===== config.mk =====
export PLATFORM = sky130hd
export DESIGN_NAME = pc_sequencer
export DESIGN_NICKNAME = d
export VERILOG_FILES = /design/src/rtl/pc_pkg.sv /design/src/rtl/pc_sequencer_ret_stack.sv /design/src/rtl/pc_sequencer.sv
export SDC_FILE = /design/constraint.sdc
export NUM_CORES = 1
export LEC_CHECK = 0
export ABC_AREA = 0
export CORE_MARGIN = 2
export CORE_UTILIZATION = 35
export CTS_CLUSTER_DIAMETER = 80
export CTS_CLUSTER_SIZE = 8
export DETAILED_ROUTE_END_ITERATION = 6
export PLACE_DENSITY = 0.55
export SYNTH_ARGS = -nofsm -noshare
export SYNTH_HDL_FRONTEND = slang
export SYNTH_SLANG_ARGS = --single-unit

===== constraint.sdc =====
create_clock -name clk -period 2.81 [get_ports clk]
set_input_delay 0.562 -clock clk [delete_from_list [all_inputs] [get_ports clk]]
set_output_delay 0.562 -clock clk [all_outputs]
set_load 0.03 [all_outputs]

===== src/rtl/pc_pkg.sv =====
// ---------------------------------------------------------------------------
// pc_pkg
// Shared types and default parameters for the fetch-stage program counter.
//   coper_t    : 3-bit control-op encoding driven by the decoder
//   pc_state_t : interrupt FSM states (RUN / ISR)
//   decode_op  : maps the raw 3-bit op onto coper_t (6 and 7 become SEQ)
// ---------------------------------------------------------------------------
package pc_pkg;

    localparam int DEF_ADDR_W    = 12;
    localparam int DEF_OFF_W     = 8;
    localparam int DEF_STK_DEPTH = 8;
    localparam int DEF_RESET_VEC = 0;
    localparam int DEF_INT_VEC   = 'h004;

    typedef enum logic [2:0] {
        OP_SEQ  = 3'd0,
        OP_JMP  = 3'd1,
        OP_CALL = 3'd2,
        OP_RET  = 3'd3,
        OP_BR   = 3'd4,
        OP_RETI = 3'd5
    } coper_t;

    typedef enum logic {
        RUN = 1'b0,
        ISR = 1'b1
    } pc_state_t;

    function automatic coper_t decode_op(input logic [2:0] raw);
        if (raw > 3'd5) begin
            return OP_SEQ;
        end
        return coper_t'(raw);
    endfunction

endpackage


===== src/rtl/pc_sequencer_ret_stack.sv =====
// ---------------------------------------------------------------------------
// ret_stack
// Parametrised LIFO holding return addresses.
//   push_i / pop_i : request one push or one pop this cycle (never both)
//   din_i          : value to push
//   dout_o         : current top of stack (undefined when empty)
//   empty_o/full_o : derived from the registered stack pointer
//   ovf_o / udf_o  : push while full / pop while empty (request is dropped)
// ---------------------------------------------------------------------------
module ret_stack
    import pc_pkg::*;
#(
    parameter int WIDTH = DEF_ADDR_W,
    parameter int DEPTH = DEF_STK_DEPTH
) (
    input  logic             clk,
    input  logic             rst_n,
    input  logic             push_i,
    input  logic             pop_i,
    input  logic [WIDTH-1:0] din_i,
    output logic [WIDTH-1:0] dout_o,
    output logic             empty_o,
    output logic             full_o,
    output logic             ovf_o,
    output logic             udf_o
);

    localparam int PTR_W = $clog2(DEPTH);
    localparam int SP_W  = PTR_W + 1;  // sp counts 0..DEPTH inclusive

    logic [SP_W-1:0]  sp_q, sp_d;
    logic [SP_W-1:0]  sp_top;
    logic [WIDTH-1:0] mem_q [DEPTH];
    logic             do_push, do_pop;

    assign empty_o = (sp_q == '0);
    assign full_o  = (sp_q == SP_W'(DEPTH));
    assign ovf_o   = push_i & full_o;
    assign udf_o   = pop_i & empty_o;
    assign do_push = push_i & ~full_o;
    assign do_pop  = pop_i & ~push_i & ~empty_o;
    assign sp_top  = sp_q - SP_W'(1);
    assign dout_o  = mem_q[sp_top[PTR_W-1:0]];

    always_comb begin
        // NOTE: default assignment first so every path drives sp_d; no latch.
        sp_d = sp_q;
        if (do_push) begin
            sp_d = sp_q + SP_W'(1);
        end else if (do_pop) begin
            sp_d = sp_q - SP_W'(1);
        end
    end

    always_ff @(posedge clk or negedge rst_n) begin
        if (!rst_n) begin
            sp_q <= '0;
        end else begin
            // NOTE: non-blocking so every flop samples pre-edge values.
            sp_q <= sp_d;
        end
    end

    // NOTE: storage is not reset; sp alone decides which entries are valid.
    always_ff @(posedge clk) begin
        if (do_push) begin
            mem_q[sp_q[PTR_W-1:0]] <= din_i;
        end
    end

endmodule


===== src/rtl/pc_sequencer.sv =====
// ---------------------------------------------------------------------------
// pc_sequencer
// Registered program counter for the fetch stage with return stack and
// single-level interrupt entry/exit.
//   en_i          : advance enable (0 = stall, all state held)
//   coper_i       : control op (coper_t), 6/7 behave as SEQ
//   br_taken_i    : branch condition for BR
//   branch_off_i  : signed branch offset
//   jump_addr_i   : absolute target for JMP/CALL
//   int_i         : level interrupt request
//   pc_o          : registered PC, drives instruction memory address
//   int_ack_o     : combinational accept pulse for the current cycle
//   in_isr_o      : FSM is in ISR
//   stk_empty_o / stk_full_o : return-stack status
//   err_o         : sticky overflow / underflow / RETI-outside-ISR
// ---------------------------------------------------------------------------
module pc_sequencer
    import pc_pkg::*;
#(
    parameter int ADDR_W    = DEF_ADDR_W,
    parameter int OFF_W     = DEF_OFF_W,
    parameter int STK_DEPTH = DEF_STK_DEPTH,
    parameter int RESET_VEC = DEF_RESET_VEC,
    parameter int INT_VEC   = DEF_INT_VEC
) (
    input  logic              clk,
    input  logic              rst_n,
    input  logic              en_i,
    input  logic [2:0]        coper_i,
    input  logic              br_taken_i,
    input  logic [OFF_W-1:0]  branch_off_i,
    input  logic [ADDR_W-1:0] jump_addr_i,
    input  logic              int_i,
    output logic [ADDR_W-1:0] pc_o,
    output logic              int_ack_o,
    output logic              in_isr_o,
    output logic              stk_empty_o,
    output logic              stk_full_o,
    output logic              err_o
);

    logic [ADDR_W-1:0] pc_q, pc_d;
    pc_state_t         state_q, state_d;
    logic              err_q, err_d;

    coper_t                   op;
    logic signed [ADDR_W-1:0] off_sext;
    logic [ADDR_W-1:0]        pc_inc, nxt, push_data, stk_dout;
    logic                     push_req, pop_req, accept, reti_in_run;
    logic                     stk_empty, stk_full, stk_ovf, stk_udf;

    ret_stack #(
        .WIDTH (ADDR_W),
        .DEPTH (STK_DEPTH)
    ) u_ret_stack (
        .clk     (clk),
        .rst_n   (rst_n),
        .push_i  (push_req),
        .pop_i   (pop_req),
        .din_i   (push_data),
        .dout_o  (stk_dout),
        .empty_o (stk_empty),
        .full_o  (stk_full),
        .ovf_o   (stk_ovf),
        .udf_o   (stk_udf)
    );

    // Next-PC selection, stack requests and interrupt acceptance.
    always_comb begin
        op          = decode_op(coper_i);
        off_sext    = $signed(branch_off_i);
        pc_inc      = pc_q + ADDR_W'(1);
        nxt         = pc_inc;
        push_req    = 1'b0;
        pop_req     = 1'b0;
        push_data   = pc_inc;
        reti_in_run = 1'b0;
        unique case (op)
            OP_JMP:  nxt = jump_addr_i;
            OP_CALL: begin
                nxt      = jump_addr_i;
                push_req = 1'b1;
            end
            OP_RET, OP_RETI: begin
                pop_req     = 1'b1;
                nxt         = stk_empty ? pc_inc : stk_dout;
                reti_in_run = (op == OP_RETI) && (state_q == RUN);
            end
            OP_BR:   nxt = br_taken_i ? pc_q + off_sext : pc_inc;
            default: ;
        endcase

        // Only ops that leave the stack alone may take an interrupt, so the
        // entry push never collides with a CALL push or a RET pop.
        accept = en_i && int_i && (state_q == RUN) && !stk_full &&
                 (op == OP_SEQ || op == OP_JMP || op == OP_BR);
        if (accept) begin
            push_req  = 1'b1;
            push_data = nxt;
        end
        push_req = push_req & en_i;
        pop_req  = pop_req & en_i;
    end

    // Register next-state.
    always_comb begin
        pc_d    = pc_q;
        state_d = state_q;
        err_d   = err_q;
        if (en_i) begin
            pc_d  = accept ? ADDR_W'(INT_VEC) : nxt;
            err_d = err_q | stk_ovf | stk_udf | reti_in_run;
            if (accept) begin
                state_d = ISR;
            end else if (op == OP_RETI) begin
                state_d = RUN;
            end
        end
    end

    always_ff @(posedge clk or negedge rst_n) begin
        if (!rst_n) begin
            pc_q    <= ADDR_W'(RESET_VEC);
            state_q <= RUN;
            err_q   <= 1'b0;
        end else begin
            pc_q    <= pc_d;
            state_q <= state_d;
            err_q   <= err_d;
        end
    end

    assign pc_o        = pc_q;
    assign int_ack_o   = accept;
    assign in_isr_o    = (state_q == ISR);
    assign stk_empty_o = stk_empty;
    assign stk_full_o  = stk_full;
    assign err_o       = err_q;

endmodule


==> results of run 1 <==
-- kinds of logic after synthesis --
group,synth area share [%]
flip-flops,57.3
XOR/XNOR,3.01
AND/OR/NAND/NOR,8.22
adder cells (fa/ha/maj),3.53
multiplexers,12.4
AO/OA/AOI/OAI,12.8
buffers and inverters,2.78
-- layer usage --
| metal | vias to the layer above | wire length [µm] | global-route usage [%] |
|---|---|---|---|
| met5 | - | 0 | 0 |
| met4 | 0 | 272 | 6.87 |
| met3 | 22 | 755 | 4.33 |
| met2 | 136 | 7620 | 30.0 |
| met1 | 2074 | 6880 | 23.2 |
| li1 | 1990 | - | - |
-- cell usage after synthesis (6+ instances only) --
library cell  count  area [µm²]
ha_1             14         175
xnor2_1          12         105
mux4_2           18         405
a21oi_1          24         120
nand2b_1          7        43.8
buf_2             8        40.0
o22ai_1           6        37.5
nor3_1            6        30.0
clkbuf_1         11        41.3
o21ai_0          26         130
xor2_1            8        70.1
nor2_1           24        90.1
edfxtp_1         96        2880
nand2_1          27         101
nand3_1           7        35.0
and3_1            6        37.5
inv_1            10        37.5
dfrtp_1          18         450
mux2i_1          15         150
-- area by class of cell --
type                       count  area [µm²]  share of cell area, %
sequential                   114        3340                   41.7
inverter                      11        46.3                  0.579
multi-input combinational    282        2420                   30.3
timing repair buffer         143        1310                   16.4
clock buffer                  18         429                   5.37
clock inverter                14         178                   2.22
tap                          220         275                   3.44
-- repair_timing --
action,in CTS,in global routing
pin swaps,3,10
gates cloned,0,0
endpoints found under the setup margin,25,73
buffers inserted,1,4
resized for setup,6,15
-- sequential cells by signal, summed over array words and instances, names as in the netlist --
| register | count |
|---|---|
| pc_o | 12 |
| err_o | 1 |
| u_ret_stack.mem_q | 96 |
| u_ret_stack.sp_q | 4 |
| in_isr_o | 1 |
-- where the power goes --
| part | internal, W | total [W] | switching (W) |
|---|---|---|---|
| Clock | 0.00140 | 0.00219 | 0.000786 |
| Sequential | 0.00220 | 0.00233 | 0.000136 |
| Combinational | 0.00180 | 0.00374 | 0.00194 |
| Total | 0.00540 | 0.00827 | 0.00286 |
-- worst reg2reg max path, cell delays in order, from the launching register on --
cell and delay, ns:
dfrtp_2 0.41, ha_2 0.20, fa_2 0.36, a211oi_2 0.22
buf_4 0.15, o211ai_1 0.08, a31oi_1 0.22, xnor2_1 0.10
a221o_1 0.38, mux2_4 0.31
-- per-stage QoR --
step	utilization [%]	worst slack [ns]	power (W)	instance area, µm²	cells
detailed placement	44.3	-0.610	0.00598	7270	765
global placement	44.3	-0.558	0.00592	7270	765
floorplan	-	-0.0352	0.00453	5850	429
global route	48.7	0.00726	0.00868	7990	802
finish	48.7	0.0846	0.00827	7990	802
CTS	48.2	0.0102	0.00822	7910	798
-- worst max path at each step --
stage / startpoint / endpoint / slack [ns] / cells after the start
after floorplan: coper_i[2] / u_ret_stack.mem_q[3][0] / -0.04 / 5
after global placement: branch_off_i[0] / u_ret_stack.mem_q[2][8] / -0.56 / 10
after detailed placement: branch_off_i[0] / u_ret_stack.mem_q[2][8] / -0.61 / 10
after CTS: coper_i[2] / int_ack_o / 0.01 / 7
after global routing: branch_off_i[6] / u_ret_stack.mem_q[7][11] / 0.007 / 10
final: coper_i[2] / int_ack_o / 0.08 / 7
-- cells in the final DEF, fill, tap and decap left out, types with 6 or more instances in the layout --
cell type         n
a21oi_1          21
and3_1            6
buf_12           10
buf_4            91
clkbuf_16        17
clkdlybuf4s50_1  40
dfrtp_1          16
edfxtp_1         96
ha_1             12
inv_1             9
mux2i_1          15
mux4_2           18
nand2_1          27
nand2b_1          7
nand3_1           7
nor2_1           24
o21ai_0          23
xnor2_1          12
xor2_1            8
==> impl_metrics.ini, run 1 <==
[route]
drtIter0Drc = 304
drt-vias-per-instance = 5.26
ant_nets = 0
post-route-drc-count = 0
first_pass_iters = 6
wl_per_cell_um = 19.4
vias = 4222
routed_wl_um = 15500

[setup_path]
rrSetupSlack_ns = 0.10
worstSetupPathType = in -> out
cp.arrival_ns = 2.16
cp-start-kind = input port
slowest_stage = clkdlybuf4s50_1
r2r-end = u_ret_stack.mem_q[3][8]
cp_num_buf_inv = 4
required_ns = 2.25
crit_family = buffers and inverters
r2r-start = pc_o[0]
crit_chain = clkdlybuf4s50_1 -> nor2b_1 -> a2111oi_4 -> nand2_1 -> clkinv_4 -> buf_4 -> buf_12
endpoint_kind = output pin
worst_r2r_path_depth = 9
crit_fanout = 12
cpPeakStageDelay_ns = 0.45

[sta]
slew_violations = 0
worst_pin_slew_ns = 0.794
hold_viol = 0
post-route-period-util_pct = 97.0
tns_ns = 0
holdWs_ns = 0.464
min_period_ns = 2.73
clock.fmax_ghz = 0.367
setup_viol = 0
max_slew_margin_pct = 47.1
skew_ns = 0.0123
rsz0062_at_grt = no

[clocking]
htree_levels = 4
clock_path_buffers = 2
cts_sinks = 114
cts.clk_slew.worst_paths_ns = 0.06
cts_root_buf = clkbuf_16
clkLatencyLatePin_ns = 0.41
cts_inserted_buffers = 17
cts_hold_buf = 0
cts_tree = yes

[logic_synthesis]
synth_flop_cell = edfxtp_1
async_flop_share_pct = 15.8
synth_warnings = 0
synth_area_per_cell_um2 = 13.6
seq_area_frac_synth_pct = 57.3
synth_edf_count = 96
synthCells = 429
ys_seq_elements = 114
netlist_area_um2 = 5820
yosysUniqueCellTypes = 60
syn_nets = 472

[grt]
grt_max_degree = 20
grt.total_usage_pct = 18.2
grt_pass1_vias = 4267
grt_pass1_wl_um = 24000
overflow = 0
antenna_found_initial = 0

[final_layout]
fill_cells = 1399
drive_gt1_share_pct = 30.9
final_nets = 612
area_delta_synth_final_pct = 37.5
antenna_cells = 0

[min_path]
min_delay_path_depth = 1
hold_start = err_o
hp-class = reg -> reg
holdPathEnd = err_o

[die]
die_area_um2 = 17700
chipWidth_um = 133
fp.coreArea_um2 = 16400
io_pins = 45
fp.dieH_um = 133
start_util_pct = 35.4
rows = 47

[power]
p_leak_nw = 3.02
ir_drop_mv = 0.494
power_density_nw_per_um2 = 1030

[status]
status = complete, no violations

[placed_design]
io_buffers = 44
place.gp.congestion = 0.899
place_hpwl_um = 11100

[job]
drv_cap = 0
Power figures use the tool's default switching activity.
==> run 2: changes to the inputs <==
--- a/config.mk
+++ b/config.mk
@@ -8,10 +8,11 @@
 export ABC_AREA = 0
 export CORE_MARGIN = 2
 export CORE_UTILIZATION = 35
+export CTS_BUF_LIST = sky130_fd_sc_hd__clkbuf_8
 export CTS_CLUSTER_DIAMETER = 80
 export CTS_CLUSTER_SIZE = 8
 export DETAILED_ROUTE_END_ITERATION = 6
-export PLACE_DENSITY = 0.55
+export PLACE_DENSITY = 0.53
 export SYNTH_ARGS = -nofsm -noshare
 export SYNTH_HDL_FRONTEND = slang
 export SYNTH_SLANG_ARGS = --single-unit
==> constraint.sdc (replaced) <==
create_clock -name clk -period 2.75 [get_ports clk]
set_input_delay 0.825 -clock clk [delete_from_list [all_inputs] [get_ports clk]]
set_output_delay 0.825 -clock clk [all_outputs]
set_load 0.03 [all_outputs]
==> impl_metrics.ini, run 2 (synthesis results as in run 1) <==
[status]
status = complete, no violations

[setup_path]
slowest_stage = a2111oi_4
crit_family = buffers and inverters
crit_chain = dlygate4sd2_1 -> nand2_2 -> a2111oi_4 -> nand2_2 -> inv_4 -> buf_6
startpoint = en_i
worstSetupPathType = in -> out
cp_num_buf_inv = 3
crit_top_cell = nand2_2
endpoint_kind = output pin
worst_r2r_path_depth = 8
cp.arrival_ns = 1.88
r2r-start = pc_o[0]
r2r-end = u_ret_stack.mem_q[3][8]
crit_fanout = 2
cp-start-kind = input port
cpPeakStageDelay_ns = 0.37
cp.depth = 6
required_ns = 1.93
crit_end = int_ack_o
rrSetupSlack_ns = 0.10

[clocking]
cts.clk_slew.worst_paths_ns = 0.08
cts_sinks = 114
cts_root_buf = clkbuf_8
cts_inserted_buffers = 17
clkLatencyLatePin_ns = 0.42
cts_hold_buf = 0
htree_levels = 4
clock_path_buffers = 2
cts_tree = yes

[grt]
grt.total_usage_pct = 18.7
grt_pass1_wl_um = 24600
grt_max_degree = 34
overflow = 0
grt_pass1_vias = 4400
antenna_found_initial = 0

[route]
post-route-drc-count = 0
vias = 4307
wl_per_cell_um = 19.5
routed_wl_um = 16000
ant_nets = 0
drt-vias-per-instance = 5.27
drtIter0Drc = 261
first_pass_iters = 5

[placed_design]
place_inst = 781
io_buffers = 44
pre_cts_slack_ns = -0.827
place_hpwl_um = 11600
place.gp.congestion = 0.897
placed_area_um2 = 7380

[sta]
post-route-period-util_pct = 98.4
tns_ns = 0
min_period_ns = 2.71
max_slew_margin_pct = 72.2
slew_violations = 0
setup_viol = 0
holdWs_ns = 0.481
skew_ns = 0.0159
hold_viol = 0
clock.fmax_ghz = 0.370
setup_ws_ns = 0.0437
worst_pin_slew_ns = 0.413

[power]
power_density_nw_per_um2 = 982
ir_drop_mv = 0.319
p_leak_nw = 3.04

[die]
fp.dieH_um = 133
die_area_um2 = 17700
fp.coreArea_um2 = 16400
chipWidth_um = 133
start_util_pct = 35.4
io_pins = 45
rows = 47

[final_layout]
drive_gt1_share_pct = 37.0
final_nets = 628
largest_reg_flops = 96
fin_area_um2 = 8020
final_common_cell = buf_4
layout_common_cells = 109 x buf_4, 96 x edfxtp_1, 28 x clkdlybuf4s50_1, 25 x nand2_1, 23 x nor2_1
antenna_cells = 0
area_delta_synth_final_pct = 38.0
final_cells = 818

[job]
drv_cap = 0

[min_path]
hp-class = reg -> reg
## run 2: what timing repair did
action / 4_1_cts / 5_1_grt
pin swaps: 17 / 14
gates resized for setup: 37 / 36
endpoints found under the setup margin: 68 / 51
buffers inserted: 4 / 1
## run 2: power breakdown
group          internal, W  total, W  switching (W)
clock network     0.000718   0.00145       0.000729
registers          0.00224   0.00239       0.000146
logic              0.00196   0.00405        0.00209
total              0.00491   0.00788        0.00297
## run 2: worst min path at each step
stage | depth (start not counted) | start | endpoint | slack [ns]
2_1_floorplan | 1 | u_ret_stack.sp_q[3] | u_ret_stack.sp_q[3] | 0.47
3_3_place_gp | 1 | err_o | err_o | 0.44
3_5_place_dp | 1 | err_o | err_o | 0.45
4_1_cts | 1 | err_o | err_o | 0.48
5_1_grt | 1 | err_o | err_o | 0.52
6_report | 1 | err_o | err_o | 0.48
## run 2: cell type report
cell class	instances	area, µm²
clock buffers	17	234
clock inverters	15	138
fillers	1430	8380
inverters	11	43.8
multi-input cells	282	2630
flip-flops and latches	114	3330
well taps	220	275
repair buffers	159	1370
## run 2: layer usage
| layer | routed length [µm] | track usage, % | up-vias |
|---|---|---|---|
| li1 | - | - | 2019 |
| met1 | 6900 | 23.3 | 2167 |
| met2 | 8260 | 32.6 | 99 |
| met3 | 482 | 3.26 | 22 |
| met4 | 340 | 7.29 | 0 |
| met5 | 0 | 0 | - |
## run 2: metrics by stage
step	total power, W	utilization [%]
2_1_floorplan	0.00468	-
3_3_place_gp	0.00613	45.0
3_5_place_dp	0.00618	45.0
4_1_cts	0.00780	48.1
5_1_grt	0.00832	48.9
6_report	0.00788	48.9
==> run 3: changes to the inputs <==
--- a/config.mk
+++ b/config.mk
@@ -12,7 +12,9 @@
 export CTS_CLUSTER_DIAMETER = 80
 export CTS_CLUSTER_SIZE = 8
 export DETAILED_ROUTE_END_ITERATION = 6
+export GPL_ROUTABILITY_DRIVEN = 1
 export PLACE_DENSITY = 0.53
 export SYNTH_ARGS = -nofsm -noshare
 export SYNTH_HDL_FRONTEND = slang
+export SYNTH_HIERARCHICAL = 1
 export SYNTH_SLANG_ARGS = --single-unit
==> constraint.sdc (replaced) <==
create_clock -name clk -period 3.2 [get_ports clk]
set_input_delay 0.96 -clock clk [delete_from_list [all_inputs] [get_ports clk]]
set_output_delay 0.96 -clock clk [all_outputs]
set_load 0.03 [all_outputs]
==> impl_metrics.ini, run 3 <==
[status]
status = complete, no violations

[placed_design]
place_hpwl_um = 11600
place.gp.congestion = 0.901
io_buffers = 44

[setup_path]
crit_family = buffers and inverters
worst_r2r_path_depth = 14
crit_chain = clkdlybuf4s50_1 -> nor2b_2 -> nor2_2 -> o21ai_2 -> clkinv_2 -> buf_6
cp_num_buf_inv = 3
cp.arrival_ns = 2.17
required_ns = 2.24
worstSetupPathType = in -> out
endpoint_kind = output pin
crit_fanout = 3
cpPeakStageDelay_ns = 0.49
cp-start-kind = input port
slowest_stage = clkdlybuf4s50_1
r2r-end = u_ret_stack/mem_q[0][4]
r2r-start = u_ret_stack/sp_q[1]
rrSetupSlack_ns = 0.18

[grt]
grt_max_degree = 35
grt_pass1_wl_um = 25000
antenna_found_initial = 0
grt.total_usage_pct = 18.5
overflow = 0
grt_pass1_vias = 4541

[final_layout]
final_nets = 652
antenna_cells = 0
final_common_cell = buf_4
register_area_um2 = 3330
layout_common_cells = 108 x buf_4, 96 x edfxtp_1, 38 x clkdlybuf4s50_1, 36 x nand2_1, 24 x mux4_2
multiInputGateArea_um2 = 2610
area_delta_synth_final_pct = 34.5
largest_reg_flops = 96
final_core_util_pct = 48.1
drive_gt1_share_pct = 35.3
fill_cells = 1456

[logic_synthesis]
synth_top_area_cell = edfxtp_1
synthTopCellsByCount = 96 x edfxtp_1, 36 x nand2_1, 27 x nor2_1
seq_area_frac_synth_pct = 55.9
netlist_area_um2 = 5960
synth_area_per_cell_um2 = 13.2
synth_warnings = 6
syn_nets = 498
ys_seq_elements = 114
synthTopCellsByArea = edfxtp_1 48%, mux4_2 9.1%, dfrtp_1 7.6%
synth_flop_cell = edfxtp_1
synth_edf_count = 96
synth.most_common_cell = edfxtp_1
async_flop_share_pct = 15.8
synthCells = 451
yosys.area.top_type_share_pct = 48.4
yosysUniqueCellTypes = 59

[clocking]
cts_inserted_buffers = 17
cts_sinks = 114
cts_tree = yes
htree_levels = 4
cts.clk_slew.worst_paths_ns = 0.07
cts_root_buf = clkbuf_8
cts_hold_buf = 0
clock_path_buffers = 2
clkLatencyLatePin_ns = 0.44

[power]
ir_drop_mv = 0.427
power_frac_clock_pct = 19.7
internal_power_w = 0.00404
switching_power_w = 0.00234
power_frac_comb_pct = 48.3
p_leak_nw = 2.99
seq_power_share_pct = 32.0
power_density_nw_per_um2 = 796
switching_share_pct = 36.7

[sta]
setup_viol = 0
worst_pin_slew_ns = 0.693
rsz0062_at_grt = no
skew_ns = 0.0151
hold_viol = 0
max_slew_margin_pct = 53.5
clock.fmax_ghz = 0.320
post-route-period-util_pct = 97.7
slew_violations = 0
tns_ns = 0
min_period_ns = 3.13

[die]
io_pins = 45
fp.dieH_um = 134
rows = 47
die_area_um2 = 18100
chipWidth_um = 134
start_util_pct = 35.8
fp.coreArea_um2 = 16600

[route]
drt-vias-per-instance = 5.22
ant_nets = 0
post-route-drc-count = 0
vias = 4371
routed_wl_um = 16000
first_pass_iters = 7
wl_per_cell_um = 19.1
drtIter0Drc = 365

[min_path]
min_delay_path_depth = 1
hp-class = reg -> reg
hold_start = err_o
holdPathEnd = err_o

[job]
drv_cap = 0
[run 3: through the flow]
step | total power [W] | std cells | instance area (µm²) | worst slack [ns] | hold WS, ns
after global routing | 0.00674 | 838 | 8010 | 0.0109 | 0.499
after CTS | 0.00638 | 835 | 7940 | 0.00312 | 0.483
after floorplan | 0.00394 | 451 | 6080 | 0.000297 | 0.523
final | 0.00638 | 838 | 8010 | 0.0728 | 0.483
after detailed placement | 0.00508 | 799 | 7510 | -0.708 | 0.462
after global placement | 0.00504 | 799 | 7510 | -0.572 | 0.459
[run 3: power groups by stage]
stage,Clock (W),Sequential [W],Combinational [W]
after floorplan,0,0.00216,0.00178
after CTS,0.00129,0.00203,0.00306
after detailed placement,0,0.00207,0.00301
after global placement,0,0.00206,0.00298
final,0.00126,0.00204,0.00308
after global routing,0.00135,0.00205,0.00333
[run 3: cell type report]
type	count	share of cell area [%]
Sequential cell	114	41.6
Multi-Input combinational cell	300	32.6
Timing Repair Buffer	157	17.0
Tap cell	220	3.44
Clock buffer	17	2.92
Clock inverter	15	1.69
Inverter	15	0.750
[run 3: layer usage]
metal / part of all wire, % / vias to the layer above / track usage [%]
met2: 49 / 116 / 30.9
li1: - / 2088 / -
met4: 2.2 / 0 / 7.02
met3: 4.1 / 32 / 3.75
met5: 0 / - / 0
met1: 44 / 2135 / 23.9
[run 3: how the worst max path moves through the flow]
| stage | start | endpoint | slack, ns | cells past startpoint |
|---|---|---|---|---|
| after global routing | coper_i[0] | int_ack_o | 0.01 | 6 |
| after CTS | branch_off_i[0] | u_ret_stack/mem_q[6][9] | 0.003 | 10 |
| after detailed placement | branch_off_i[0] | u_ret_stack/mem_q[5][10] | -0.71 | 10 |
| final | coper_i[0] | int_ack_o | 0.07 | 6 |
| after floorplan | u_ret_stack/sp_q[0] | u_ret_stack/mem_q[0][6] | 0.0003 | 12 |
| after global placement | branch_off_i[0] | u_ret_stack/mem_q[5][10] | -0.57 | 10 |
[run 3: logic make-up (layout without fill, tap and decap cells)]
logic type | after synthesis | after routing | synth area share, %
AND/OR/NAND/NOR | 113 | 113 | 9.24
flip-flops | 114 | 114 | 55.9
buffers and inverters | 37 | 204 | 3.02
AO/OA/AOI/OAI | 105 | 105 | 12.3
multiplexers | 39 | 39 | 11.8
adder cells (fa/ha/maj) | 19 | 19 | 4.12
XOR/XNOR | 24 | 24 | 3.53
[run 3: what timing repair did]
| item | 4_1_cts | 5_1_grt |
|---|---|---|
| buffers inserted | 4 | 3 |
| resized for setup | 12 | 13 |
| endpoints found under the setup margin | 64 | 74 |
| pin swaps | 5 | 9 |
